--- config.mk ---
export PLATFORM = sky130hd
export DESIGN_NAME = punc_control
export DESIGN_NICKNAME = d
export VERILOG_FILES = /design/src/rtl/punc_control_pkg.sv /design/src/rtl/punc_control.sv
export SDC_FILE = /design/constraint.sdc
export NUM_CORES = 1
export LEC_CHECK = 0
export ABC_AREA = 1
export BUFFER_PORTS_ARGS = -buffer_cell sky130_fd_sc_hd__buf_2
export CELL_PAD_IN_SITES_DETAIL_PLACEMENT = 1
export CELL_PAD_IN_SITES_GLOBAL_PLACEMENT = 2
export CORE_MARGIN = 2
export CORE_UTILIZATION = 15
export DETAILED_ROUTE_END_ITERATION = 10
export PLACE_DENSITY_LB_ADDON = 0.1
export SYNTH_ARGS = -nofsm -noshare
export SYNTH_HDL_FRONTEND = slang
export SYNTH_SLANG_ARGS = --single-unit
--- constraint.sdc ---
create_clock -name clk -period 1.1 [get_ports clk]
set_input_delay 0.11 -clock clk [delete_from_list [all_inputs] [get_ports clk]]
set_output_delay 0.11 -clock clk [all_outputs]
set_load 0.05 [all_outputs]
--- src/rtl/punc_control_pkg.sv ---
// Shared encodings for the PUnC control FSM and the datapath select muxes.
package punc_control_pkg;

  localparam int unsigned STATE_W = 3;
  localparam int unsigned OP_W    = 4;
  localparam int unsigned SEL_W   = 2;

  typedef enum logic [STATE_W-1:0] {
    S_INIT   = 3'd0,
    S_FETCH  = 3'd1,
    S_DECODE = 3'd2,
    S_EXEC   = 3'd3,
    S_EXEC2  = 3'd4,
    S_HALT   = 3'd5
  } state_t;

  localparam logic [OP_W-1:0] OP_BR   = 4'b0000;
  localparam logic [OP_W-1:0] OP_ADD  = 4'b0001;
  localparam logic [OP_W-1:0] OP_LD   = 4'b0010;
  localparam logic [OP_W-1:0] OP_ST   = 4'b0011;
  localparam logic [OP_W-1:0] OP_JSR  = 4'b0100;
  localparam logic [OP_W-1:0] OP_AND  = 4'b0101;
  localparam logic [OP_W-1:0] OP_LDR  = 4'b0110;
  localparam logic [OP_W-1:0] OP_STR  = 4'b0111;
  localparam logic [OP_W-1:0] OP_NOT  = 4'b1001;
  localparam logic [OP_W-1:0] OP_LDI  = 4'b1010;
  localparam logic [OP_W-1:0] OP_STI  = 4'b1011;
  localparam logic [OP_W-1:0] OP_JMP  = 4'b1100;
  localparam logic [OP_W-1:0] OP_LEA  = 4'b1110;
  localparam logic [OP_W-1:0] OP_HALT = 4'b1111;

  localparam logic [SEL_W-1:0] PC_SEL_OFF9  = 2'd0;
  localparam logic [SEL_W-1:0] PC_SEL_OFF11 = 2'd1;
  localparam logic [SEL_W-1:0] PC_SEL_BASE  = 2'd2;

  localparam logic [SEL_W-1:0] MEM_R_PC      = 2'd0;
  localparam logic [SEL_W-1:0] MEM_R_OFF9    = 2'd1;
  localparam logic [SEL_W-1:0] MEM_R_R0      = 2'd2;
  localparam logic [SEL_W-1:0] MEM_R_BASE6   = 2'd3;

  localparam logic [SEL_W-1:0] MEM_W_OFF9    = 2'd0;
  localparam logic [SEL_W-1:0] MEM_W_PREV    = 2'd1;
  localparam logic [SEL_W-1:0] MEM_W_BASE6   = 2'd2;

  localparam logic [SEL_W-1:0] RF_W_DATA_ALU  = 2'd0;
  localparam logic [SEL_W-1:0] RF_W_DATA_OFF9 = 2'd1;
  localparam logic [SEL_W-1:0] RF_W_DATA_MEM  = 2'd2;
  localparam logic [SEL_W-1:0] RF_W_DATA_PC   = 2'd3;

  localparam logic RF_W_ADDR_R7 = 1'b0;
  localparam logic RF_W_ADDR_DR = 1'b1;

  localparam logic RF_R0_ADDR_DR  = 1'b0;
  localparam logic RF_R0_ADDR_SR2 = 1'b1;

  localparam logic [SEL_W-1:0] ALU_PASS = 2'd0;
  localparam logic [SEL_W-1:0] ALU_ADD  = 2'd1;
  localparam logic [SEL_W-1:0] ALU_AND  = 2'd2;
  localparam logic [SEL_W-1:0] ALU_NOT  = 2'd3;

endpackage

--- src/rtl/punc_control.sv ---
// PUnC LC-3 control FSM: sequences fetch/decode/execute and drives all
// datapath control strobes combinationally from state and ir.
module punc_control
  import punc_control_pkg::*;
(
  input  logic        clk,
  input  logic        rst,
  input  logic [15:0] ir,
  input  logic        nzp_true,
  output logic        pc_ld,
  output logic        pc_clr,
  output logic        pc_inc,
  output logic [1:0]  pc_sel,
  output logic        ir_ld,
  output logic        ir_clr,
  output logic        mem_rd,
  output logic        mem_wr,
  output logic [1:0]  mem_r_addr_sel,
  output logic [1:0]  mem_w_addr_sel,
  output logic [1:0]  rf_w_data_sel,
  output logic        rf_w_addr_sel,
  output logic        rf_w_wr,
  output logic        rf_r0_addr_sel,
  output logic        rf_r0_rd,
  output logic        rf_r1_rd,
  output logic        prev_ld,
  output logic        nzp_ld,
  output logic        nzp_clr,
  output logic [1:0]  alu_sel,
  output logic        alu_first_val_sel,
  output logic        halted
);

  state_t          state, state_next;
  logic [OP_W-1:0] opcode;

  assign opcode = ir[15:12];

  always_ff @(posedge clk or posedge rst) begin
    if (rst) state <= S_INIT;
    else     state <= state_next;
  end

  always_comb begin
    state_next        = state;
    pc_ld             = 1'b0;
    pc_clr            = 1'b0;
    pc_inc            = 1'b0;
    pc_sel            = PC_SEL_OFF9;
    ir_ld             = 1'b0;
    ir_clr            = 1'b0;
    mem_rd            = 1'b0;
    mem_wr            = 1'b0;
    mem_r_addr_sel    = MEM_R_PC;
    mem_w_addr_sel    = MEM_W_OFF9;
    rf_w_data_sel     = RF_W_DATA_ALU;
    rf_w_addr_sel     = RF_W_ADDR_R7;
    rf_w_wr           = 1'b0;
    rf_r0_addr_sel    = RF_R0_ADDR_DR;
    rf_r0_rd          = 1'b0;
    rf_r1_rd          = 1'b0;
    prev_ld           = 1'b0;
    nzp_ld            = 1'b0;
    nzp_clr           = 1'b0;
    alu_sel           = ALU_PASS;
    alu_first_val_sel = 1'b0;
    halted            = 1'b0;

    case (state)
      S_INIT: begin
        pc_clr     = 1'b1;
        ir_clr     = 1'b1;
        nzp_clr    = 1'b1;
        state_next = S_FETCH;
      end

      S_FETCH: begin
        mem_rd         = 1'b1;
        mem_r_addr_sel = MEM_R_PC;
        ir_ld          = 1'b1;
        pc_inc         = 1'b1;
        state_next     = S_DECODE;
      end

      S_DECODE: begin
        state_next = (opcode == OP_HALT) ? S_HALT : S_EXEC;
      end

      S_EXEC: begin
        state_next = S_FETCH;
        case (opcode)
          OP_ADD, OP_AND, OP_NOT: begin
            rf_r0_rd      = 1'b1;
            rf_r1_rd      = 1'b1;
            rf_w_data_sel = RF_W_DATA_ALU;
            rf_w_addr_sel = RF_W_ADDR_DR;
            rf_w_wr       = 1'b1;
            nzp_ld        = 1'b1;
            if (opcode == OP_NOT) begin
              alu_sel = ALU_NOT;
            end else begin
              alu_sel           = (opcode == OP_ADD) ? ALU_ADD : ALU_AND;
              alu_first_val_sel = ir[5];
              rf_r0_addr_sel    = RF_R0_ADDR_SR2;
            end
          end
          OP_BR: begin
            pc_ld  = nzp_true;
            pc_sel = PC_SEL_OFF9;
          end
          OP_JMP: begin
            rf_r1_rd = 1'b1;
            pc_ld    = 1'b1;
            pc_sel   = PC_SEL_BASE;
          end
          // Old R7 is read and the new PC latched on the same edge R7 is written.
          OP_JSR: begin
            rf_r1_rd      = ~ir[11];
            rf_w_wr       = 1'b1;
            rf_w_addr_sel = RF_W_ADDR_R7;
            rf_w_data_sel = RF_W_DATA_PC;
            pc_ld         = 1'b1;
            pc_sel        = ir[11] ? PC_SEL_OFF11 : PC_SEL_BASE;
          end
          OP_LD, OP_LDR: begin
            rf_r1_rd       = (opcode == OP_LDR);
            mem_rd         = 1'b1;
            mem_r_addr_sel = (opcode == OP_LD) ? MEM_R_OFF9 : MEM_R_BASE6;
            rf_w_data_sel  = RF_W_DATA_MEM;
            rf_w_addr_sel  = RF_W_ADDR_DR;
            rf_w_wr        = 1'b1;
            nzp_ld         = 1'b1;
          end
          OP_LEA: begin
            rf_w_data_sel = RF_W_DATA_OFF9;
            rf_w_addr_sel = RF_W_ADDR_DR;
            rf_w_wr       = 1'b1;
            nzp_ld        = 1'b1;
          end
          OP_ST, OP_STR: begin
            rf_r1_rd       = (opcode == OP_STR);
            mem_wr         = 1'b1;
            mem_w_addr_sel = (opcode == OP_ST) ? MEM_W_OFF9 : MEM_W_BASE6;
            rf_r0_addr_sel = RF_R0_ADDR_DR;
            rf_r0_rd       = 1'b1;
          end
          // DR holds the pointer after this cycle; EXEC2 dereferences it.
          OP_LDI: begin
            mem_rd         = 1'b1;
            mem_r_addr_sel = MEM_R_OFF9;
            rf_w_data_sel  = RF_W_DATA_MEM;
            rf_w_addr_sel  = RF_W_ADDR_DR;
            rf_w_wr        = 1'b1;
            state_next     = S_EXEC2;
          end
          OP_STI: begin
            mem_rd         = 1'b1;
            mem_r_addr_sel = MEM_R_OFF9;
            prev_ld        = 1'b1;
            state_next     = S_EXEC2;
          end
          default: ;
        endcase
      end

      S_EXEC2: begin
        state_next = S_FETCH;
        if (opcode == OP_LDI) begin
          mem_rd         = 1'b1;
          mem_r_addr_sel = MEM_R_R0;
          rf_r0_addr_sel = RF_R0_ADDR_DR;
          rf_r0_rd       = 1'b1;
          rf_w_data_sel  = RF_W_DATA_MEM;
          rf_w_addr_sel  = RF_W_ADDR_DR;
          rf_w_wr        = 1'b1;
          nzp_ld         = 1'b1;
        end else if (opcode == OP_STI) begin
          mem_wr         = 1'b1;
          mem_w_addr_sel = MEM_W_PREV;
          rf_r0_addr_sel = RF_R0_ADDR_DR;
          rf_r0_rd       = 1'b1;
        end
      end

      S_HALT: begin
        halted = 1'b1;
      end

      default: state_next = S_INIT;
    endcase
  end

endmodule

==> results of run 1 <==
## per-stage QoR
stage / cell area (um^2) / std cells / setup slack [ps] / TNS (ps) / utilization
floorplan: 638.1 / 86 / -335.9 / -5368 / -
global placement: 997.2 / 182 / -330.7 / -5189 / 0.3240
detailed placement: 997.2 / 182 / -348.6 / -5617 / 0.3240
CTS: 1364 / 194 / -435.5 / -9329 / 0.4431
global route: 1410 / 195 / -484.8 / -10750 / 0.4581
finish: 1410 / 195 / -430.0 / -9045 / 0.4581
## worst min-delay path, stage by stage
cell,delay (ps)
buf_2,150
inv_2,60
o21ai_0,80
nand4_1,70
## Yosys cell counts (all sizes together)
master,count
o211ai,1
nor3b,1
a21oi,1
inv,12
buf,4
o31ai,1
nand2,21
nor2,21
dfrtp,3
nand4,3
o21ai,5
nand3b,1
nand3,12
## per-layer routing
metal	part of all wire	up-vias	global-route usage
li1	-	407	-
met1	0.39	368	0.1551
met2	0.57	22	0.2416
met3	0.035	2	0.01891
met4	0.0063	0	0.02795
met5	0	-	0
## power groups by stage
stage | Sequential, uW | Combinational, uW | Clock [uW]
finish | 210 | 2600 | 198
CTS | 210 | 2430 | 211
detailed placement | 207 | 1790 | 0
floorplan | 218 | 1390 | 0
global route | 214 | 2740 | 212
global placement | 202 | 1790 | 0
## layout make-up
type | instances | area, um^2 | area share
tap | 44 | 55.05 | 0.03904
inverter | 12 | 56.30 | 0.03993
timing repair buffer | 65 | 653.1 | 0.4632
clock buffer | 4 | 26.28 | 0.01863
sequential | 3 | 76.32 | 0.05413
multi-input combinational | 67 | 543.0 | 0.3851
## cells by family after synthesis
kind of cell / Yosys count / share of synthesized area
buffers and inverters: 16 / 0.1574
DFF: 3 / 0.1523
AOI/OAI and AO/OA: 8 / 0.09899
and+or+nand+nor: 59 / 0.5914
## how the worst min path moves through the flow
stage,start,end
after global routing,ir[13],state[0]$_DFFE_PP0N_
after global placement,rst,state[1]$_DFFE_PP0N_
final,ir[13],state[0]$_DFFE_PP0N_
after detailed placement,rst,state[1]$_DFFE_PP0N_
after CTS,rst,state[2]$_DFFE_PP0N_
after floorplan,rst,state[0]$_DFFE_PP0N_
## what timing repair did
action                                  CTS  global route
resized for setup                        79            11
pin swaps                                 7             6
endpoints found under the hold margin     3             0
setup buffers                             7             3
endpoints found under the setup margin   28            30
gates cloned                              0             0
hold buffers                              1             0
==> run metrics, run 1 <==
Worst-Margin Slew 284.9 ps; commonest non-fill, non-tap cell in the layout buf_4; final worst path period share 1.391; Hold Crit Class in2reg; GRT Overall Usage 0.1294; violated checks negative setup slack; DR WL/cell roughly 11 um; CTS clk-pin slew, worst paths 40 ps; R2R Setup Slk -50 ps; CP bufs+invs 3; commonest non-fill, non-tap cells in the layout buf_4 (24), buf_6 (18), buf_8 (12), nand2_1 (11); H-tree depth 1; worst-path fanout max 10; Fin Hold WS 280.6 ps; max incr delay on CP 380 ps; CTS tree yes; CP delay by family, top buffers and inverters; number of global-route vias before repair 842; critical setup path kind reg2out; Flop pwr share 0.070; drt drc 0; Top reg by flops state; Detailed Routing Iterations Pass 1 3; clk_skew 3.827 ps; Pleak between 0.0007 and 0.0008 uW; num rows 20; Slowest-stage cell, CP dfrtp_1; Worst setup startpoint state[2]$_DFFE_PP0N_; dpl hpwl 1742 um; routed via count approximately 800; Critical Path, Cell by Cell inv_2, nand3_4, inv_8, nand2_4, nor3b_4, buf_6; outcome finished with violations; Syn Nets 105; CP Capture Type output pin; sequential fraction of the synthesis area 0.1523; Final Max Slew Viols 0; Synth Register Bits 3; RePlAce Congestion 0.8318; Critical Path Sink alu_first_val_sel; kind of start point of the critical path flop; slew margin rel. 0.8094; switching share of total power 0.5441; internal power 1372 uW; initial DRC count 15; MaxCap Viol Count 0; Synth area leaders dfrtp_1 (15%), nand2_1 (13%), nor2_1 (13%), nand3_1 (10%), buf_4 (6.1%); ANT cells 0; Reg2Reg Depth 6; RSZ-0062 raised after global routing yes; I/O Buffers 35; clock sink total 3; post-route setup slack -430.0 ps; max reg flops 3; RR Startpoint state[1]$_DFFE_PP0N_; Reg2Reg Capture Point state[2]$_DFFE_PP0N_; largest area contributor in the netlist dfrtp_1; Tmin final about 1500 ps; Yosys warning total 0; Final Hold Viols 0; die boundary height 61.33 um; PwrDens between 2000 and 2500 nW/um^2; WP depth 6; WHS Path Cells 4; Vias per Instance 4.097; CTS root buffer clkbuf_4; cells after synthesis 86; synthesized area 493.0 um^2; Initial Util 0.1602; Clock Latency Late Sink 240 ps; CTS max path bufs 2; Worst EP required 990 ps; Avg Cell Area, Syn 5.732 um^2; Pwr Total roughly 3000 uW; gr ovfl total 0; first-pass GRT wire length 3677 um; Yosys cell types 21; die width 61.33 um; post-route ant nets 0; Clock power frac 0.066; share of cells above drive strength 1 0.7550; P&R area growth vs syn 186.0%; top flop regs state: 3 flops; logic gate share of total power 0.865; share of the synthesized area in the top cell type 0.1523; largest net degree at the start of global routing 11; Num CTS Buffers 3; Max IR drop VDD 0.5272 mV; Core Footprint 3078 um^2; Routed WL around 2200 um; sw power between 1500 and 2000 uW; num ports 46; CP arrival 1420 ps; Max Fclk 653.6 MHz; Fillers about 380; Final #Nets approximately 170; Die Footprint 3761 um^2; final setup fails 29; initial antenna violation count 0
(Power assumes the default switching activity.)
==> inputs of run 2 (changes only) <==
Settings changed: CORE_ASPECT_RATIO set to 0.7.
==> run metrics, run 2 (synthesis results as in run 1) <==
slew margin rel. 0.7595 (-0.04985); RePlAce Congestion 0.7703 (-7.4%); I/O Buffers 35 (unchanged); Worst setup startpoint state[2]$_DFFE_PP0N_; CTS clk-pin slew, worst paths 30 ps (about the same); critical setup path kind reg2out; H-tree depth 1 (unchanged); largest net degree at the start of global routing 7 (-4); Hold Crit Class in2reg; Worst EP required 990 ps (about the same); Pwr Total 3218 uW (+6.9%); Pleak 0.0007655 uW (+7.7%); top flop regs state: 3 flops; R2R Setup Slk 40 ps (+90 ps); share of cells above drive strength 1 0.7748 (+0.01987); final worst path period share 1.363 (-0.02809); worst-path fanout max 5 (-5); Max Fclk 667.1 MHz (+2.1%); Clock Latency Late Sink 210 ps (-30 ps); Vias per Instance 4.413 (+7.7%); Final #Nets 171 (unchanged); RSZ-0062 raised after global routing yes; max reg flops 3 (unchanged); # placed instances 178 (-2.2%); design area 1493 um^2 (+5.9%); Final Max Slew Viols 0 (unchanged); CP Capture Type output pin; Reg2Reg Capture Point state[0]$_DFFE_PP0N_; Core Footprint 3148 um^2 (+2.3%); Tmin final 1499 ps (-30.90 ps); clock sink total 3 (unchanged); register area 75.07 um^2 (-1.6%); Detailed Routing Iterations Pass 1 4 (+1); die width 72.52 um (+18%); Non-Filler Instances 189 (-3.1%); P&R area growth vs syn 202.8%; final setup fails 27 (-6.9%); Place WS -312.6 ps (+36.02 ps); dpl hpwl 1839 um (+5.6%); Routed WL 2557 um (+14%); Max IR drop VDD 1.136 mV (+120%); Initial Util 0.1566 (-0.003565); RR Startpoint state[2]$_DFFE_PP0N_; num ports 46 (unchanged); first-pass GRT wire length 4236 um (+15%); PwrDens 2156 nW/um^2 (+1.0%); gr ovfl total 0 (unchanged); Critical Path, Cell by Cell inv_2, nand3_4, inv_8, nand2_8, nor3b_4, buf_6; CP bufs+invs 3 (unchanged); Worst-Margin Slew 359.4 ps (+74.51 ps); CTS tree yes; kind of start point of the critical path flop; commonest non-fill, non-tap cells in the layout buf_6 (23), buf_4 (21), nor2_4 (11), nand2_4 (9), buf_8 (9); multi-input logic area 620.6 um^2 (+14%); setup_tns -8256 ps (+789.4 ps); drt drc 0 (unchanged); CP delay by family, top buffers and inverters; initial DRC count 17 (+2); violated checks negative setup slack; commonest non-fill, non-tap cell in the layout buf_6; post-route setup slack -399.1 ps (+30.90 ps); CTS max path bufs 2 (unchanged); num rows 17 (-15%); MaxCap Viol Count 0 (unchanged); outcome finished with violations; Reg2Reg Depth 5 (-1); die boundary height 51.97 um (-15%); max incr delay on CP 390 ps (about the same); initial antenna violation count 0 (unchanged); post-route ant nets 0 (unchanged); DR WL/cell 13.53 um (+18%); Fillers 381 (+1.3%); Die Footprint 3769 um^2 (+0.21%); clk_skew 6.983 ps (+3.156 ps); WP depth 6 (unchanged); Top reg by flops state; CP arrival 1390 ps (-30 ps); Num CTS Buffers 3 (unchanged); Slowest-stage cell, CP dfrtp_1; GRT Overall Usage 0.1432 (+0.01384); ANT cells 0 (unchanged); Critical Path Sink alu_first_val_sel; routed via count 834 (+4.4%); Final Hold Viols 0 (unchanged); CTS root buffer clkbuf_8; number of global-route vias before repair 918 (+9.0%); Cell Area, Placed 1017 um^2 (+2.0%)
## run 2: where the power goes
group / leakage (uW) / internal, uW / switching [uW]
Sequential: 0.0000374 / 158 / 42.5
Combinational: 0.000705 / 1060 / 1650
Clock: 0.0000228 / 247 / 69.1
## run 2: per-layer routing
metal,global-route usage,share of wire,vias to the layer above
li1,-,-,411
met3,0.01938,0.019,0
met4,0.02778,0,0
met2,0.2485,0.49,19
met1,0.1903,0.49,404
met5,0,0,-
## run 2: tightest hold or removal path, cell delays in order
cell and delay (ps):
buf_2 150, inv_2 80, o21ai_2 60, nand4_1 80
## run 2: how the worst min path moves through the flow
stage          slack (ps)                   end  cells past startpoint   start
3_3_place_gp          -30  state[0]$_DFFE_PP0N_                      2     rst
4_1_cts               300  state[1]$_DFFE_PP0N_                      3     rst
6_report              320  state[0]$_DFFE_PP0N_                      4  ir[13]
3_5_place_dp          -20  state[1]$_DFFE_PP0N_                      2     rst
5_1_grt               340  state[0]$_DFFE_PP0N_                      4  ir[13]
2_1_floorplan        -140  state[0]$_DFFE_PP0N_                      1     rst
## run 2: what timing repair did
action / in CTS / in global routing
hold endpoints to repair: 3 / 0
setup endpoints to repair: 29 / 29
gates cloned: 1 / 0
hold buffers: 1 / 0
pin swaps: 5 / 8
buffers inserted: 1 / 4
gates resized for setup: 80 / 23
## run 2: cell type report
cell class / instances / share of cell area
tap: 38 / 0.03185
sequential: 3 / 0.05029
inverter: 12 / 0.03772
timing repair inverter: 1 / 0.004191
multi-input combinational: 67 / 0.4158
timing repair buffer: 64 / 0.4300
clock buffer: 4 / 0.03018
## run 2: per-stage QoR
step / hold slack, ps / util
floorplan: -136.4 / -
global placement: -28.73 / 0.3231
detailed placement: -24.23 / 0.3231
CTS: 297.0 / 0.4344
global route: 341.8 / 0.4742
finish: 323.3 / 0.4742
==> inputs of run 3 (changes only) <==
Settings changed: ABC_AREA 1 to unset, CORE_UTILIZATION 15 to 18, SETUP_SLACK_MARGIN set to 0.3.
==> run metrics, run 3 <==
cells after synthesis 83 (-3.5%); Final #Nets 179 (+4.7%); Clock Latency Late Sink 230 ps (+20 ps); CTS clk-pin slew, worst paths 30 ps (about the same); largest area contributor in the netlist dfrtp_1; Die Footprint 3792 um^2 (+0.63%); R2R Setup Slk -200 ps (-240 ps); Routed WL 3008 um (+18%); Synth Register Bits 3 (unchanged); dpl hpwl 2244 um (+22%); Hold Crit Class in2async; share of cells above drive strength 1 0.7862 (+0.01133); max reg flops 3 (unchanged); die boundary height 52.13 um (+0.31%); PwrDens 2189 nW/um^2 (+1.5%); DR WL/cell 15.27 um (+13%); num ports 46 (unchanged); CP arrival 1590 ps (+200 ps); kind of start point of the critical path flop; first-pass GRT wire length 5071 um (+20%); Worst-Margin Slew 341.8 ps (-17.63 ps); drt drc 0 (unchanged); top flop regs state: 3 flops; clk_skew 2.239 ps (-4.743 ps); MaxCap Viol Count 0 (unchanged); Worst EP required 990 ps (about the same); final worst path period share 1.541 (+0.1787); number of global-route vias before repair 1005 (+9.5%); ANT cells 0 (unchanged); Yosys cell types 36 (+71%); num rows 17 (unchanged); Fin Hold WS 319.1 ps (-4.151 ps); critical setup path kind reg2out; violated checks negative setup slack; RSZ-0062 raised after global routing yes; met3 WL 99 um (+110%); CTS max path bufs 2 (unchanged); die width 72.75 um (+0.32%); Pleak 0.0007522 uW (-1.7%); Synth area leaders dfrtp_1 (13%), a21oi_1 (7.6%), nand2b_1 (5.3%), buf_4 (5.0%), nand2_1 (4.4%); Met2 Wirelength 1508 um (+20%); final design utilization 0.5366 (+0.06240); ys flop type dfrtp_1; Cell Area, Placed 1284 um^2 (+26%); Tmin final 1696 ps (+196.6 ps); Post-synth ARST share 1.000 (unchanged); post-route setup slack -595.6 ps (-196.6 ps); Core Footprint 3148 um^2 (unchanged); final setup fails 30 (+11%); Syn Nets 102 (-2.9%); worst-path fanout max 6 (+1); Max Used Layer met4; H-tree depth 1 (unchanged); CP Capture Type output pin; clock sink total 3 (unchanged); outcome finished with violations; synth cell count leaders a21oi_1 (9), nand2_1 (7), nor2_1 (6), buf_2 (5), nand2b_1 (5); sequential fraction of the synthesis area 0.1261 (-0.02623); most frequent cell after synthesis a21oi_1; Yosys warning total 0 (unchanged); Max Fclk 589.8 MHz (-12%); CTS tree yes; routed via count 905 (+8.5%); largest net degree at the start of global routing 10 (+3); Top reg by flops state; GRT Overall Usage 0.1787 (+0.03549); slew margin rel. 0.7698 (+0.01023); met1 WL 1385 um (+11%); Place WS -531.8 ps (-219.2 ps); Max IR drop VDD 1.466 mV (+29%); commonest non-fill, non-tap cell in the layout buf_4; P&R area growth vs syn 183.6%; Fillers 350 (-8.1%); Final Hold Viols 0 (unchanged); Vias per Instance 4.594 (+4.1%); post-route ant nets 0 (unchanged); Initial Util 0.1892 (+0.03259); initial antenna violation count 0 (unchanged); design area 1689 um^2 (+13%); share of the synthesized area in the top cell type 0.1261 (-0.02623); Detailed Routing Iterations Pass 1 4 (unchanged); RePlAce Congestion 0.7253 (-5.8%); synthesized area 595.6 um^2 (+21%); Final Max Slew Viols 0 (unchanged); gr ovfl total 0 (unchanged); Post-synth EDFFs 0 (unchanged); CTS root buffer clkbuf_8; I/O Buffers 35 (unchanged); initial DRC count 17 (unchanged); Num CTS Buffers 3 (unchanged); commonest non-fill, non-tap cells in the layout buf_4 (39), buf_6 (26), buf_2 (8), buf_8 (7), nor2_4 (6); Avg Cell Area, Syn 7.176 um^2 (+25%); Pwr Total 3698 uW (+15%)
[run 3: logic make-up (layout without fill, tap and decap cells)]
logic type	after synthesis	after routing	synth area share
compound gates	23	23	0.2542
buf+inv	14	90	0.1365
simple gates	42	42	0.4685
xor+xnor	1	1	0.01471
flops	3	3	0.1260
[run 3: final cells by class]
class,instances,area [um^2],share of cell area
Sequential cell,3,77.57,0.04593
Tap cell,38,47.55,0.02815
Timing Repair Buffer,82,760.7,0.4504
Inverter,4,15.01,0.008889
Clock buffer,4,45.04,0.02667
Multi-Input combinational cell,66,743.2,0.4400
[run 3: routing by layer]
layer | GRT usage | vias to the layer above
met2 | 0.3121 | 22
met3 | 0.01938 | 2
met4 | 0.03704 | 0
met5 | 0 | -
li1 | - | 447
met1 | 0.2384 | 434
[run 3: final timing paths]
path,startpoint,endpoint,cells after the start
worst min-delay path,rst,state[1]$_DFFE_PP0N_,3
worst min register to register,state[1]$_DFFE_PP0N_,state[0]$_DFFE_PP0N_,3
worst max register to register,state[0]$_DFFE_PP0N_,state[0]$_DFFE_PP0N_,6
max in group asynchronous,rst,state[0]$_DFFE_PP0N_,3
worst max-delay path,state[0]$_DFFE_PP0N_,rf_w_addr_sel,6
min in group clk,ir[15],state[2]$_DFFE_PP0N_,4
[run 3: power breakdown]
group	leakage [uW]	switching, uW	internal [uW]
clock network	0.0000228	93.0	249
registers	0.0000349	89.9	164
logic	0.000695	1720	1380
[run 3: timing repair]
item / 4_1_cts / 5_1_grt
resized for setup: 77 / 3
endpoints found under the setup margin: 30 / 30
setup buffers: 6 / 3
hold buffers: 1 / 0
pin swaps: 9 / 4
hold endpoints to repair: 3 / 0
[run 3: through the flow]
step,cells,TNS [ps]
3_3_place_gp,183,-8927
2_1_floorplan,83,-6318
5_1_grt,197,-14450
4_1_cts,194,-12590
3_5_place_dp,183,-9709
6_report,197,-12640
[run 3: critical path, stage by stage, from the launching register on]
cell and delay, ps:
dfrtp_2 440, nor4b_4 280, buf_6 180, buf_6 110
a21oi_4 60, o21ai_4 130, buf_6 170
